`config.mk`:
```
export PLATFORM = sky130hd
export DESIGN_NAME = router_port_rx_flat
export DESIGN_NICKNAME = d
export VERILOG_FILES = /design/src/rtl/router_port_rx_if.sv /design/src/rtl/router_port_rx.sv /design/src/flat_wrapper.sv
export SDC_FILE = /design/constraint.sdc
export NUM_CORES = 1
export LEC_CHECK = 0
export CAP_MARGIN = 5
export CELL_PAD_IN_SITES_DETAIL_PLACEMENT = 0
export CELL_PAD_IN_SITES_GLOBAL_PLACEMENT = 2
export CORE_MARGIN = 2
export CORE_UTILIZATION = 31
export DETAILED_ROUTE_END_ITERATION = 7
export HOLD_SLACK_MARGIN = 0.1
export PLACE_DENSITY_LB_ADDON = 0.1
export SLEW_MARGIN = 0
export SYNTH_ARGS = -nofsm -noshare
export SYNTH_HDL_FRONTEND = slang
export SYNTH_SLANG_ARGS = --single-unit
```
`constraint.sdc`:
```
create_clock -name clock -period 3.13 [get_ports clock]
set_clock_uncertainty 0.2 [all_clocks]
set_input_delay 0.626 -clock clock [delete_from_list [all_inputs] [get_ports clock]]
set_output_delay 0.626 -clock clock [all_outputs]
set_load 0.02 [all_outputs]
```
`src/rtl/router_port_rx_if.sv`:
```
// Handshake bundle between one router output port, its receiver and the downstream sink.
// The slave modport is the receiver side; the master modport drives the router/sink side.
interface router_port_rx_if;
  logic       valid_out;
  logic [7:0] data_out;
  logic       read_enb;
  logic       sink_valid;
  logic [7:0] sink_data;
  logic       sink_sop;
  logic       sink_eop;
  logic       sink_ready;

  modport master (
    output valid_out, data_out, sink_ready,
    input  read_enb, sink_valid, sink_data, sink_sop, sink_eop
  );

  modport slave (
    input  valid_out, data_out, sink_ready,
    output read_enb, sink_valid, sink_data, sink_sop, sink_eop
  );
endinterface

```
`src/rtl/router_port_rx.sv`:
```
// router_port_rx: drains one router output port into a sop/eop sink stream and checks packet parity.
// Build option RX_STATS_EN adds saturating good/error packet counters (tied to zero otherwise).
module router_port_rx #(
  parameter int unsigned TIMEOUT = 32,
  parameter int unsigned CNT_W   = 16
) (
  input  logic             clock,
  input  logic             resetn,
  router_port_rx_if.slave  bus,
  output logic             pkt_done,
  output logic             parity_err,
  output logic             pkt_abort,
  output logic [1:0]       pkt_addr,
  output logic [CNT_W-1:0] pkt_cnt,
  output logic [CNT_W-1:0] err_cnt
);

  localparam logic [7:0] STARVE_LAST = 8'(TIMEOUT - 1);

  typedef enum logic [1:0] {IDLE = 2'd0, HDR = 2'd1, BODY = 2'd2} state_t;

  state_t     state;
  logic       inflight;
  logic [6:0] issue_left;
  logic [6:0] cap_left;
  logic [7:0] run_par;
  logic [7:0] starve;
  logic       done_pend;
  logic       err_pend;

  // Output buffer entries are {sop, eop, byte}
  logic [9:0] buf_mem [2];
  logic       buf_rd;
  logic       buf_wr;
  logic [1:0] buf_cnt;

  logic       pop;
  logic       push;
  logic [9:0] push_entry;
  logic       inflight_buf;
  logic       room;
  logic       rd_en;
  logic       starved;
  logic [2:0] occ_next;

  // Buffer room accounting and starvation detect
  always_comb begin
    pop          = (buf_cnt != 2'd0) && bus.sink_ready;
    inflight_buf = inflight && !((state == BODY) && (cap_left == 7'd1));
    occ_next     = {1'b0, buf_cnt} + {2'b00, inflight_buf} - {2'b00, pop};
    room         = (occ_next < 3'd2);
    starved      = (state == BODY) && !bus.valid_out && !inflight;
  end

  // Read strobe; the parity read bypasses the room check since it is never buffered
  always_comb begin
    rd_en = 1'b0;
    if (resetn && bus.valid_out) begin
      case (state)
        IDLE:    rd_en = room;
        BODY: begin
          if (issue_left == 7'd0) begin
            rd_en = 1'b0;
          end else if (issue_left == 7'd1) begin
            rd_en = 1'b1;
          end else begin
            rd_en = room;
          end
        end
        default: rd_en = 1'b0;
      endcase
    end else begin
      rd_en = 1'b0;
    end
  end

  // Buffer push decode for captured header and payload bytes
  always_comb begin
    push       = 1'b0;
    push_entry = 10'd0;
    if (inflight) begin
      case (state)
        HDR: begin
          push       = 1'b1;
          push_entry = {1'b1, (bus.data_out[7:2] == 6'd0), bus.data_out};
        end
        BODY: begin
          if (cap_left >= 7'd2) begin
            push       = 1'b1;
            push_entry = {1'b0, (cap_left == 7'd2), bus.data_out};
          end else begin
            push = 1'b0;
          end
        end
        default: push = 1'b0;
      endcase
    end else begin
      push = 1'b0;
    end
  end

  assign bus.read_enb   = rd_en;
  assign bus.sink_valid = (buf_cnt != 2'd0);
  assign bus.sink_sop   = buf_mem[buf_rd][9];
  assign bus.sink_eop   = buf_mem[buf_rd][8];
  assign bus.sink_data  = buf_mem[buf_rd][7:0];

  // Two-entry output buffer
  always_ff @(posedge clock or negedge resetn) begin
    if (!resetn) begin
      buf_mem[0] <= 10'd0;
      buf_mem[1] <= 10'd0;
      buf_rd     <= 1'b0;
      buf_wr     <= 1'b0;
      buf_cnt    <= 2'd0;
    end else begin
      if (push) begin
        buf_mem[buf_wr] <= push_entry;
        buf_wr          <= ~buf_wr;
      end
      if (pop) begin
        buf_rd <= ~buf_rd;
      end
      case ({push, pop})
        2'b10:   buf_cnt <= buf_cnt + 2'd1;
        2'b01:   buf_cnt <= buf_cnt - 2'd1;
        default: buf_cnt <= buf_cnt;
      endcase
    end
  end

  // Packet FSM with read tracking, parity check, starvation abort and status pulses
  always_ff @(posedge clock or negedge resetn) begin
    if (!resetn) begin
      state      <= IDLE;
      inflight   <= 1'b0;
      issue_left <= 7'd0;
      cap_left   <= 7'd0;
      run_par    <= 8'd0;
      starve     <= 8'd0;
      done_pend  <= 1'b0;
      err_pend   <= 1'b0;
      pkt_done   <= 1'b0;
      parity_err <= 1'b0;
      pkt_abort  <= 1'b0;
      pkt_addr   <= 2'd0;
    end else begin
      inflight   <= rd_en;
      done_pend  <= 1'b0;
      err_pend   <= 1'b0;
      pkt_abort  <= 1'b0;
      pkt_done   <= done_pend;
      parity_err <= err_pend;
      case (state)
        IDLE: begin
          starve <= 8'd0;
          state  <= rd_en ? HDR : IDLE;
        end
        HDR: begin
          if (inflight) begin
            pkt_addr   <= bus.data_out[1:0];
            issue_left <= {1'b0, bus.data_out[7:2]} + 7'd1;
            cap_left   <= {1'b0, bus.data_out[7:2]} + 7'd1;
            run_par    <= bus.data_out;
            state      <= BODY;
          end else begin
            state <= IDLE;
          end
        end
        BODY: begin
          if (rd_en) begin
            issue_left <= issue_left - 7'd1;
          end
          if (inflight) begin
            cap_left <= cap_left - 7'd1;
            if (cap_left == 7'd1) begin
              done_pend <= 1'b1;
              err_pend  <= (bus.data_out != run_par);
              state     <= IDLE;
            end else begin
              run_par <= run_par ^ bus.data_out;
            end
          end
          // starved excludes inflight, so abort never collides with the parity capture above
          if (starved) begin
            if (starve == STARVE_LAST) begin
              pkt_abort <= 1'b1;
              starve    <= 8'd0;
              state     <= IDLE;
            end else begin
              starve <= starve + 8'd1;
            end
          end else begin
            starve <= 8'd0;
          end
        end
        default: state <= IDLE;
      endcase
    end
  end

`ifdef RX_STATS_EN
  // Saturating good/error packet counters
  always_ff @(posedge clock or negedge resetn) begin
    if (!resetn) begin
      pkt_cnt <= {CNT_W{1'b0}};
      err_cnt <= {CNT_W{1'b0}};
    end else begin
      if (pkt_done && !parity_err && (pkt_cnt != {CNT_W{1'b1}})) begin
        pkt_cnt <= pkt_cnt + {{(CNT_W-1){1'b0}}, 1'b1};
      end
      if ((parity_err || pkt_abort) && (err_cnt != {CNT_W{1'b1}})) begin
        err_cnt <= err_cnt + {{(CNT_W-1){1'b0}}, 1'b1};
      end
    end
  end
`else
  assign pkt_cnt = {CNT_W{1'b0}};
  assign err_cnt = {CNT_W{1'b0}};
`endif

endmodule

```
`src/flat_wrapper.sv`:
```
// flat-port wrapper written by rule: the top's interface ports become plain ports
module router_port_rx_flat 
#(
  parameter int unsigned TIMEOUT = 32,
  parameter int unsigned CNT_W   = 16
)
  (clock, resetn, pkt_done, parity_err, pkt_abort, pkt_addr, pkt_cnt, err_cnt, bus_valid_out, bus_data_out, bus_sink_ready, bus_read_enb, bus_sink_valid, bus_sink_data, bus_sink_sop, bus_sink_eop);
  router_port_rx_if bus_i ();
  input  logic clock;
  input  logic resetn;
  output logic pkt_done;
  output logic parity_err;
  output logic pkt_abort;
  output logic [1:0] pkt_addr;
  output logic [CNT_W-1:0] pkt_cnt;
  output logic [CNT_W-1:0] err_cnt;
  input wire logic [$bits(bus_i.valid_out)-1:0] bus_valid_out;
  input wire logic [$bits(bus_i.data_out)-1:0] bus_data_out;
  input wire logic [$bits(bus_i.sink_ready)-1:0] bus_sink_ready;
  output wire logic [$bits(bus_i.read_enb)-1:0] bus_read_enb;
  output wire logic [$bits(bus_i.sink_valid)-1:0] bus_sink_valid;
  output wire logic [$bits(bus_i.sink_data)-1:0] bus_sink_data;
  output wire logic [$bits(bus_i.sink_sop)-1:0] bus_sink_sop;
  output wire logic [$bits(bus_i.sink_eop)-1:0] bus_sink_eop;
  assign bus_i.valid_out = bus_valid_out;
  assign bus_i.data_out = bus_data_out;
  assign bus_i.sink_ready = bus_sink_ready;
  assign bus_read_enb = bus_i.read_enb;
  assign bus_sink_valid = bus_i.sink_valid;
  assign bus_sink_data = bus_i.sink_data;
  assign bus_sink_sop = bus_i.sink_sop;
  assign bus_sink_eop = bus_i.sink_eop;
  router_port_rx #(.TIMEOUT(TIMEOUT), .CNT_W(CNT_W)) u_core (.clock(clock), .resetn(resetn), .bus(bus_i), .pkt_done(pkt_done), .parity_err(parity_err), .pkt_abort(pkt_abort), .pkt_addr(pkt_addr), .pkt_cnt(pkt_cnt), .err_cnt(err_cnt));
endmodule
```
==> reports/metrics.yaml, run 1 <==
outcome: "finished with violations"
failed_checks: "negative setup slack"
rows: 41
synth_sequential_area_ratio_pct: 40.44
cpPeakStageDelay_ps: 390
finish.utilization_pct: 39.12
most-common-layout-cells: "sky130_fd_sc_hd__dfrtp_1 (63), sky130_fd_sc_hd__buf_4 (36), sky130_fd_sc_hd__conb_1 (32)"
io_pins: 61
grt_first_pass_wirelength_mm: 15.84
grt_pass1_vias: 2927
muxShareOfSynthArea_pct: 9.258
fin_setup_tns_ps: -273.3
vdd.ir_drop.worst_v: 0.0004215
synth_enable_flop_cells: 0
max_cap_viol: 0
report.final.slew_viol_count: 0
dr.pass1.iters: 4
criticalPathCategory: "flip-flop to output pin"
ratio_of_cells_with_drive_above_1_in_the_final_layout_pct: 20.75
worst_slack_ps: -273.3
final_setup_violation_count: 1
clock_tree.buffer_depth: 2
worst_setup_hold_path_clk_slew_ps: 60
most_instantiated_flip_flop_cell_in_the_synthesis_netlist: "sky130_fd_sc_hd__dfrtp_1"
cp_num_buf_inv: 1
holdWs_ps: 147.5
clkLatencyLatePin_ps: 340
crit_path_start_kind: "flip-flop"
detail-route-antenna-nets: 0
cts_inserted_buffers: 9
cp_data_arrival_time_ps: 2580
power.density_cell_area_nw_per_um2: 975.0
period_needed_ps: 3403
synth_top_family_by_area: "simple AND/OR/NAND/NOR gates"
gp_routability_congestion: 0.7374
postSynthAreaPerCell_sq_um: 10.13
drt-vias-per-instance: 4.693
number_of_levels_the_h_tree_was_split_into: 3
wp_depth: 9
dpl-instance-area_sq_um: 4522
tritoncts: "done"
grtUsageTotal_pct: 15.54
initial_antenna_violation_count: 0
start_util_pct: 31.51
die_height_microns: 117.0
cell_breakdown_of_the_critical_path: "or2_4 -> and2_4 -> ha_4 -> nand3b_1 -> fa_2 -> xnor2_4 -> nand3_2 -> a21oi_4 -> buf_6"
crit_path_leading_delay_family: "simple AND/OR/NAND/NOR gates"
design_area_sq_um: 4917
report.power.total_mw: 4.794
regToRegStartpoint: "u_core.buf_cnt[0]"
ys_warn_count: 0
cts_sinks: 64
worstPathMaxFanout: 3
post_drt_wl_per_cell_microns: 15.96
syn-cell-area_sq_um: 3960
peak_freq_mhz: 293.8
place.port_buffers: 28
route.vias.total: 2933
post_synth_xor_area_fraction_pct: 4.645
clk_root_buffer_cell: "sky130_fd_sc_hd__clkbuf_16"
r2r.worst_path.cells: 12
number_of_flip_flops_and_latches_in_the_synthesized_netlist: 64
yosys.area_share.adder_pct: 5.245
post-dp-hpwl_mm: 7.017
post_synth_inst_count: 391
synthSimpleGateAreaFrac_pct: 14.76
layout_commonest_cell: "sky130_fd_sc_hd__dfrtp_1"
crit_path_top_delay_cell: "sky130_fd_sc_hd__fa_2"
grt_setup_unrepaired: "true"
tightest_slew_margin_relative_to_the_limit_pct: 52.47
drc_errors: 0
setup.worst_path.end: "bus_read_enb"
layout-area-overhead-vs-synth_pct: 24.17
worst_r2r_endpoint: "u_core.issue_left[6]"
ff2ff_setup_slack_ps: 130
worst_slew_pin_slew_ps: 713.0
design.core.area_sq_um: 12570
hold_viol_final: 0
yosysUniqueCellTypes: 70
async_flop_share_pct: 100.0
worst_hold_path_type: "flip-flop to flip-flop"
share_of_the_cycle_needed_by_the_critical_path_after_routing_pct: 108.7
fp.dieW_microns: 117.0
gr-total-overflow: 0
finalWirelength_mm: 9.975
detail_route.iter0.violations: 150
p_leak_nw: 2.154
synth_compound_gate_area_share_pct: 14.66
design.final.nets: 476
worstPathRequired_ps: 2300
startpoint: "u_core.buf_cnt[0]"
antenna_diodes: 0
floorplan.die_area_sq_um: 13690
largest_net_degree_at_the_start_of_global_routing: 43
end_kind: "output pin"
## kinds of logic (layout without fill, tap and decap cells)
| family | Yosys count | after routing |
|---|---|---|
| adders and majority gates | 16 | 16 |
| and+or+nand+nor | 107 | 107 |
| muxes | 30 | 30 |
| DFF | 64 | 64 |
| xor gates and xnor gates | 21 | 21 |
| buffers and inverters | 67 | 98 |
| other | 1 | 32 |
| AOI/OAI and AO/OA | 85 | 85 |
## layout make-up
type | count | area, sq um
clock buffers | 11 | 242.7
inverters | 17 | 63.81
repair buffers | 65 | 555.5
clock inverters | 5 | 127.6
multi-input cells | 291 | 2110
flip-flops and latches | 64 | 1603
well taps | 172 | 215.2
fillers | 1265 | 7651
## sequential cells by signal, summed over array words and instances, names as in the netlist, 2 cells and up
signal	flops
u_core.issue_left	7
u_core.pkt_addr	2
u_core.starve	8
u_core.cap_left	7
u_core.buf_mem	20
u_core.buf_cnt	2
u_core.run_par	8
u_core.state	2
## through the flow
step | cells | setup slack [ps]
2_1_floorplan | 422 | 22.96
5_1_grt | 625 | -366.4
3_3_place_gp | 607 | -843.7
4_1_cts | 625 | -295.9
6_report | 625 | -273.3
3_5_place_dp | 607 | -854.9
## routing by layer
layer	global-route usage, %	routed length (microns)
met4	4.000	117
met5	0	0
met2	24.16	4561
met1	21.02	4951
met3	4.995	345
## cell usage after synthesis (2+ instances only)
cell type | number | area share (%)
sky130_fd_sc_hd__a211oi_1 | 2 | 0.38
sky130_fd_sc_hd__a21oi_1 | 24 | 3.0
sky130_fd_sc_hd__a21oi_2 | 2 | 0.44
sky130_fd_sc_hd__a221oi_1 | 2 | 0.44
sky130_fd_sc_hd__a22oi_1 | 2 | 0.38
sky130_fd_sc_hd__a31oi_1 | 3 | 0.47
sky130_fd_sc_hd__and2_1 | 3 | 0.47
sky130_fd_sc_hd__and3_1 | 10 | 1.6
sky130_fd_sc_hd__and4_1 | 3 | 0.66
sky130_fd_sc_hd__buf_1 | 2 | 0.19
sky130_fd_sc_hd__buf_2 | 4 | 0.51
sky130_fd_sc_hd__buf_4 | 32 | 6.1
sky130_fd_sc_hd__buf_6 | 2 | 0.57
sky130_fd_sc_hd__clkbuf_1 | 6 | 0.57
sky130_fd_sc_hd__clkbuf_8 | 4 | 1.4
sky130_fd_sc_hd__dfrtp_1 | 64 | 40
sky130_fd_sc_hd__ha_1 | 15 | 4.7
sky130_fd_sc_hd__inv_1 | 17 | 1.6
sky130_fd_sc_hd__mux2_1 | 10 | 2.8
sky130_fd_sc_hd__mux2_2 | 11 | 3.1
sky130_fd_sc_hd__mux2_4 | 8 | 3.0
sky130_fd_sc_hd__nand2_1 | 25 | 2.4
sky130_fd_sc_hd__nand2b_1 | 3 | 0.47
sky130_fd_sc_hd__nand3_1 | 9 | 1.1
sky130_fd_sc_hd__nand3b_1 | 3 | 0.57
sky130_fd_sc_hd__nand4_1 | 3 | 0.47
sky130_fd_sc_hd__nor2_1 | 24 | 2.3
sky130_fd_sc_hd__nor2b_1 | 2 | 0.32
sky130_fd_sc_hd__nor3_1 | 5 | 0.63
sky130_fd_sc_hd__nor4_1 | 4 | 0.63
sky130_fd_sc_hd__o21ai_0 | 15 | 1.9
sky130_fd_sc_hd__o21ai_1 | 3 | 0.38
sky130_fd_sc_hd__o22ai_1 | 9 | 1.4
sky130_fd_sc_hd__o31a_1 | 2 | 0.44
sky130_fd_sc_hd__o31ai_1 | 4 | 0.76
sky130_fd_sc_hd__xnor2_1 | 6 | 1.3
sky130_fd_sc_hd__xor2_1 | 15 | 3.3
## where the power goes
part | switching (mW) | leakage [nW] | internal, mW
logic | 1.15 | 1.20 | 1.05
clock network | 0.387 | 0.176 | 0.881
registers | 0.217 | 0.782 | 1.11
total | 1.75 | 2.15 | 3.04
## repair_timing
item                                   CTS  global route
setup buffers                            1             0
pin swaps                                6             1
hold buffers                             1             0
setup endpoints to repair                1             2
endpoints found under the hold margin    4             0
resized for setup                        7             1
## worst min path at each step
stage | start | endpoint | slack, ps | depth (start not counted)
final | u_core.err_pend | u_core.parity_err | 150 | 0
after global routing | u_core.err_pend | u_core.parity_err | 160 | 0
after CTS | u_core.err_pend | u_core.parity_err | 150 | 0
after detailed placement | u_core.err_pend | u_core.parity_err | 130 | 0
after global placement | u_core.err_pend | u_core.parity_err | 140 | 0
after floorplan | resetn | u_core.buf_cnt[0] | 130 | 0
No activity file was read; power rests on OpenSTA's default activity.
==> run 2: changes to the inputs <==
--- a/config.mk
+++ b/config.mk
@@ -13,6 +13,7 @@
 export DETAILED_ROUTE_END_ITERATION = 7
 export HOLD_SLACK_MARGIN = 0.1
 export PLACE_DENSITY_LB_ADDON = 0.1
+export REMOVE_ABC_BUFFERS = 1
 export SLEW_MARGIN = 0
 export SYNTH_ARGS = -nofsm -noshare
 export SYNTH_HDL_FRONTEND = slang
==> run 2 against run 1 <==
The flow still finishes with violations (negative setup slack). Register-to-register slack hardly changed. Hold slack hardly changed. Critical endpoint unchanged. Combinational power hardly changed. Wire length is 2.1% lower. Power is 3.6% lower. Fmax is 2.6% higher. Via count is 1.7% higher. Sequential power hardly changed. First-iteration DRC count is 25% lower. Sequential cell count stayed put. Die area stayed put.
==> reports/metrics.yaml, run 2 (synthesis results as in run 1) <==
worst_hold_path_type: "flip-flop to flip-flop"  # unchanged
route.vias.total: 2982  # was 2933
antenna_diodes: 0  # unchanged
worst_setup_hold_path_clk_slew_ps: 60  # about the same
layout-area-overhead-vs-synth_pct: 23.67  # was 24.17%
criticalPathCategory: "flip-flop to output pin"  # unchanged
worst_r2r_endpoint: "u_core.issue_left[5]"  # was u_core.issue_left[6]
worst_slack_ps: -187.6  # was -273.3 ps
floorplan.die_area_sq_um: 13690  # unchanged
finalWirelength_mm: 9.766  # was 9.975 mm
die_height_microns: 117.0  # unchanged
post_drt_wl_per_cell_microns: 15.53  # was 15.96 microns
share_of_the_cycle_needed_by_the_critical_path_after_routing_pct: 106.0  # was 108.7%
clkLatencyLatePin_ps: 340  # about the same
cts_sinks: 64  # unchanged
detail-route-antenna-nets: 0  # unchanged
largest_net_degree_at_the_start_of_global_routing: 65  # was 43
p_int_mw: 2.888  # was 3.041 mW
ff2ff_setup_slack_ps: 130  # about the same
top_register: "u_core.buf_mem"  # unchanged
report.final.slew_viol_count: 0  # unchanged
peak_freq_mhz: 301.4  # was 293.8 MHz
ratio_of_cells_with_drive_above_1_in_the_final_layout_pct: 22.54  # was 20.75%
worst_slew_pin_slew_ps: 856.3  # was 713.0 ps
rows: 41  # unchanged
setup.worst_path.end: "bus_read_enb"  # unchanged
post-dp-hpwl_mm: 6.785  # was 7.017 mm
clock_tree.buffer_depth: 2  # unchanged
cp_data_arrival_time_ps: 2490  # was 2580 ps
gp_routability_congestion: 0.7575  # was 0.7374
max_cap_viol: 0  # unchanged
clk_root_buffer_cell: "sky130_fd_sc_hd__clkbuf_16"  # unchanged
worstPathMaxFanout: 3  # unchanged
hold_viol_final: 0  # unchanged
part_of_the_power_in_the_clock_network_pct: 24.1  # was 26.4%
pwr-share-seq_pct: 28.7  # was 27.8%
tightest_slew_margin_relative_to_the_limit_pct: 42.91  # was 52.47%
period_needed_ps: 3318  # was 3403 ps
design.final.nets: 481  # was 476
combPwrFrac_pct: 47.2  # was 45.8%
vdd.ir_drop.worst_v: 0.0003916  # was 0.0004215 V
dr.pass1.iters: 4  # unchanged
outcome: "finished with violations"  # unchanged
r2r.worst_path.cells: 13  # was 12
final_setup_violation_count: 1  # unchanged
biggestRegsByFlops: "u_core.buf_mem (20), u_core.run_par (8), u_core.starve (8)"  # unchanged
largest_register_ffs: 20  # unchanged
design.core.area_sq_um: 12570  # unchanged
tritoncts: "done"  # unchanged
power.share.switching_pct: 37.52  # was 36.57%
grtUsageTotal_pct: 15.71  # was 15.54%
cts_inserted_buffers: 9  # unchanged
layout_commonest_cell: "sky130_fd_sc_hd__dfrtp_1"  # unchanged
gr-total-overflow: 0  # unchanged
power.density_cell_area_nw_per_um2: 943.7  # was 975.0 nW/um^2
failed_checks: "negative setup slack"  # unchanged
place.port_buffers: 28  # unchanged
drc_errors: 0  # unchanged
holdBufCountCts: 0  # was 1
crit_path_start_kind: "flip-flop"  # unchanged
most-common-layout-cells: "sky130_fd_sc_hd__dfrtp_1 (64), sky130_fd_sc_hd__buf_4 (43), sky130_fd_sc_hd__conb_1 (32)"  # was sky130_fd_sc_hd__dfrtp_1 (63), sky130_fd_sc_hd__buf_4 (36), sky130_fd_sc_hd__conb_1 (32)
area_of_the_multi_input_gates_sq_um: 2110  # unchanged
regToRegStartpoint: "u_core.buf_cnt[1]"  # was u_core.buf_cnt[0]
initial_antenna_violation_count: 0  # unchanged
grt_pass1_vias: 2898  # was 2927
grt_setup_unrepaired: "true"  # unchanged
fin_setup_tns_ps: -187.6  # was -273.3 ps
io_pins: 61  # unchanged
grt_first_pass_wirelength_mm: 15.95  # was 15.84 mm
number_of_levels_the_h_tree_was_split_into: 3  # unchanged
fill_cells: 1259  # was 1265
seq_area_sq_um: 1602  # was 1603 sq um
start_util_pct: 31.51  # unchanged
fp.dieW_microns: 117.0  # unchanged
place_worst_setup_slack_ps: -919.4  # was -854.9 ps
p_leak_nw: 2.163  # was 2.154 nW
end_kind: "output pin"  # unchanged
startpoint: "u_core.buf_cnt[1]"  # was u_core.buf_cnt[0]
detail_route.iter0.violations: 112  # was 150
p_sw_mw: 1.734  # was 1.753 mW
worstPathRequired_ps: 2300  # about the same
drt-vias-per-instance: 4.741  # was 4.693
## run 2: how the worst min path moves through the flow
stage / startpoint / endpoint / cells after the start
after floorplan: resetn / u_core.buf_cnt[0] / 0
after global placement: u_core.err_pend / u_core.parity_err / 0
after detailed placement: u_core.err_pend / u_core.parity_err / 0
after CTS: u_core.err_pend / u_core.parity_err / 0
after global routing: u_core.err_pend / u_core.parity_err / 0
final: u_core.err_pend / u_core.parity_err / 0
## run 2: through the flow
stage | cell area, sq um | power (mW) | hold WS [ps] | instances | util [%]
final | 4897 | 4.622 | 147.6 | 629 | 38.96
after global routing | 4897 | 4.980 | 154.2 | 629 | 38.96
after CTS | 4856 | 4.636 | 148.3 | 627 | 38.64
after detailed placement | 4484 | 3.398 | 134.7 | 610 | 35.68
after global placement | 4484 | 3.382 | 133.6 | 610 | 35.68
after floorplan | 3709 | 2.626 | 130.4 | 372 | -
## run 2: power groups by stage
stage	sequential [mW]	clock (mW)	combinational (mW)
floorplan	1.34	0	1.29
global route	1.37	1.17	2.44
finish	1.33	1.11	2.18
global placement	1.33	0	2.05
CTS	1.32	1.15	2.17
detailed placement	1.33	0	2.07
## run 2: what timing repair did
| item | in CTS | in global routing |
|---|---|---|
| endpoints found under the setup margin | 3 | 5 |
| gates resized for setup | 13 | 5 |
| pin swaps | 10 | 7 |
| buffers inserted | 4 | 2 |
## run 2: critical path, cell delays in order (launching register included)
cell and delay, ps:
sky130_fd_sc_hd__dfrtp_1 370, sky130_fd_sc_hd__or2_4 250, sky130_fd_sc_hd__and2_4 150, sky130_fd_sc_hd__ha_4 200
sky130_fd_sc_hd__nand3b_1 180, sky130_fd_sc_hd__fa_2 380, sky130_fd_sc_hd__xnor2_2 190, sky130_fd_sc_hd__nand3_2 100
sky130_fd_sc_hd__a21oi_2 170, sky130_fd_sc_hd__buf_4 160
## run 2: cell type report
type                       instances  share of cell area (%)
clock buffer                      10                   4.880
clock inverter                     5                   1.661
inverter                          17                   1.303
multi-input combinational        291                   43.08
sequential                        64                   32.70
tap                              172                   4.394
timing repair buffer              70                   11.98
## run 2: layer usage
metal  vias to the layer above  wire, microns  global-route usage [%]
li1                       1446              -                       -
met1                      1460           4857                   22.57
met4                         0            214                   7.686
met3                        11            334                   2.884
met2                        65           4359                   22.70
met5                         -              0                       0
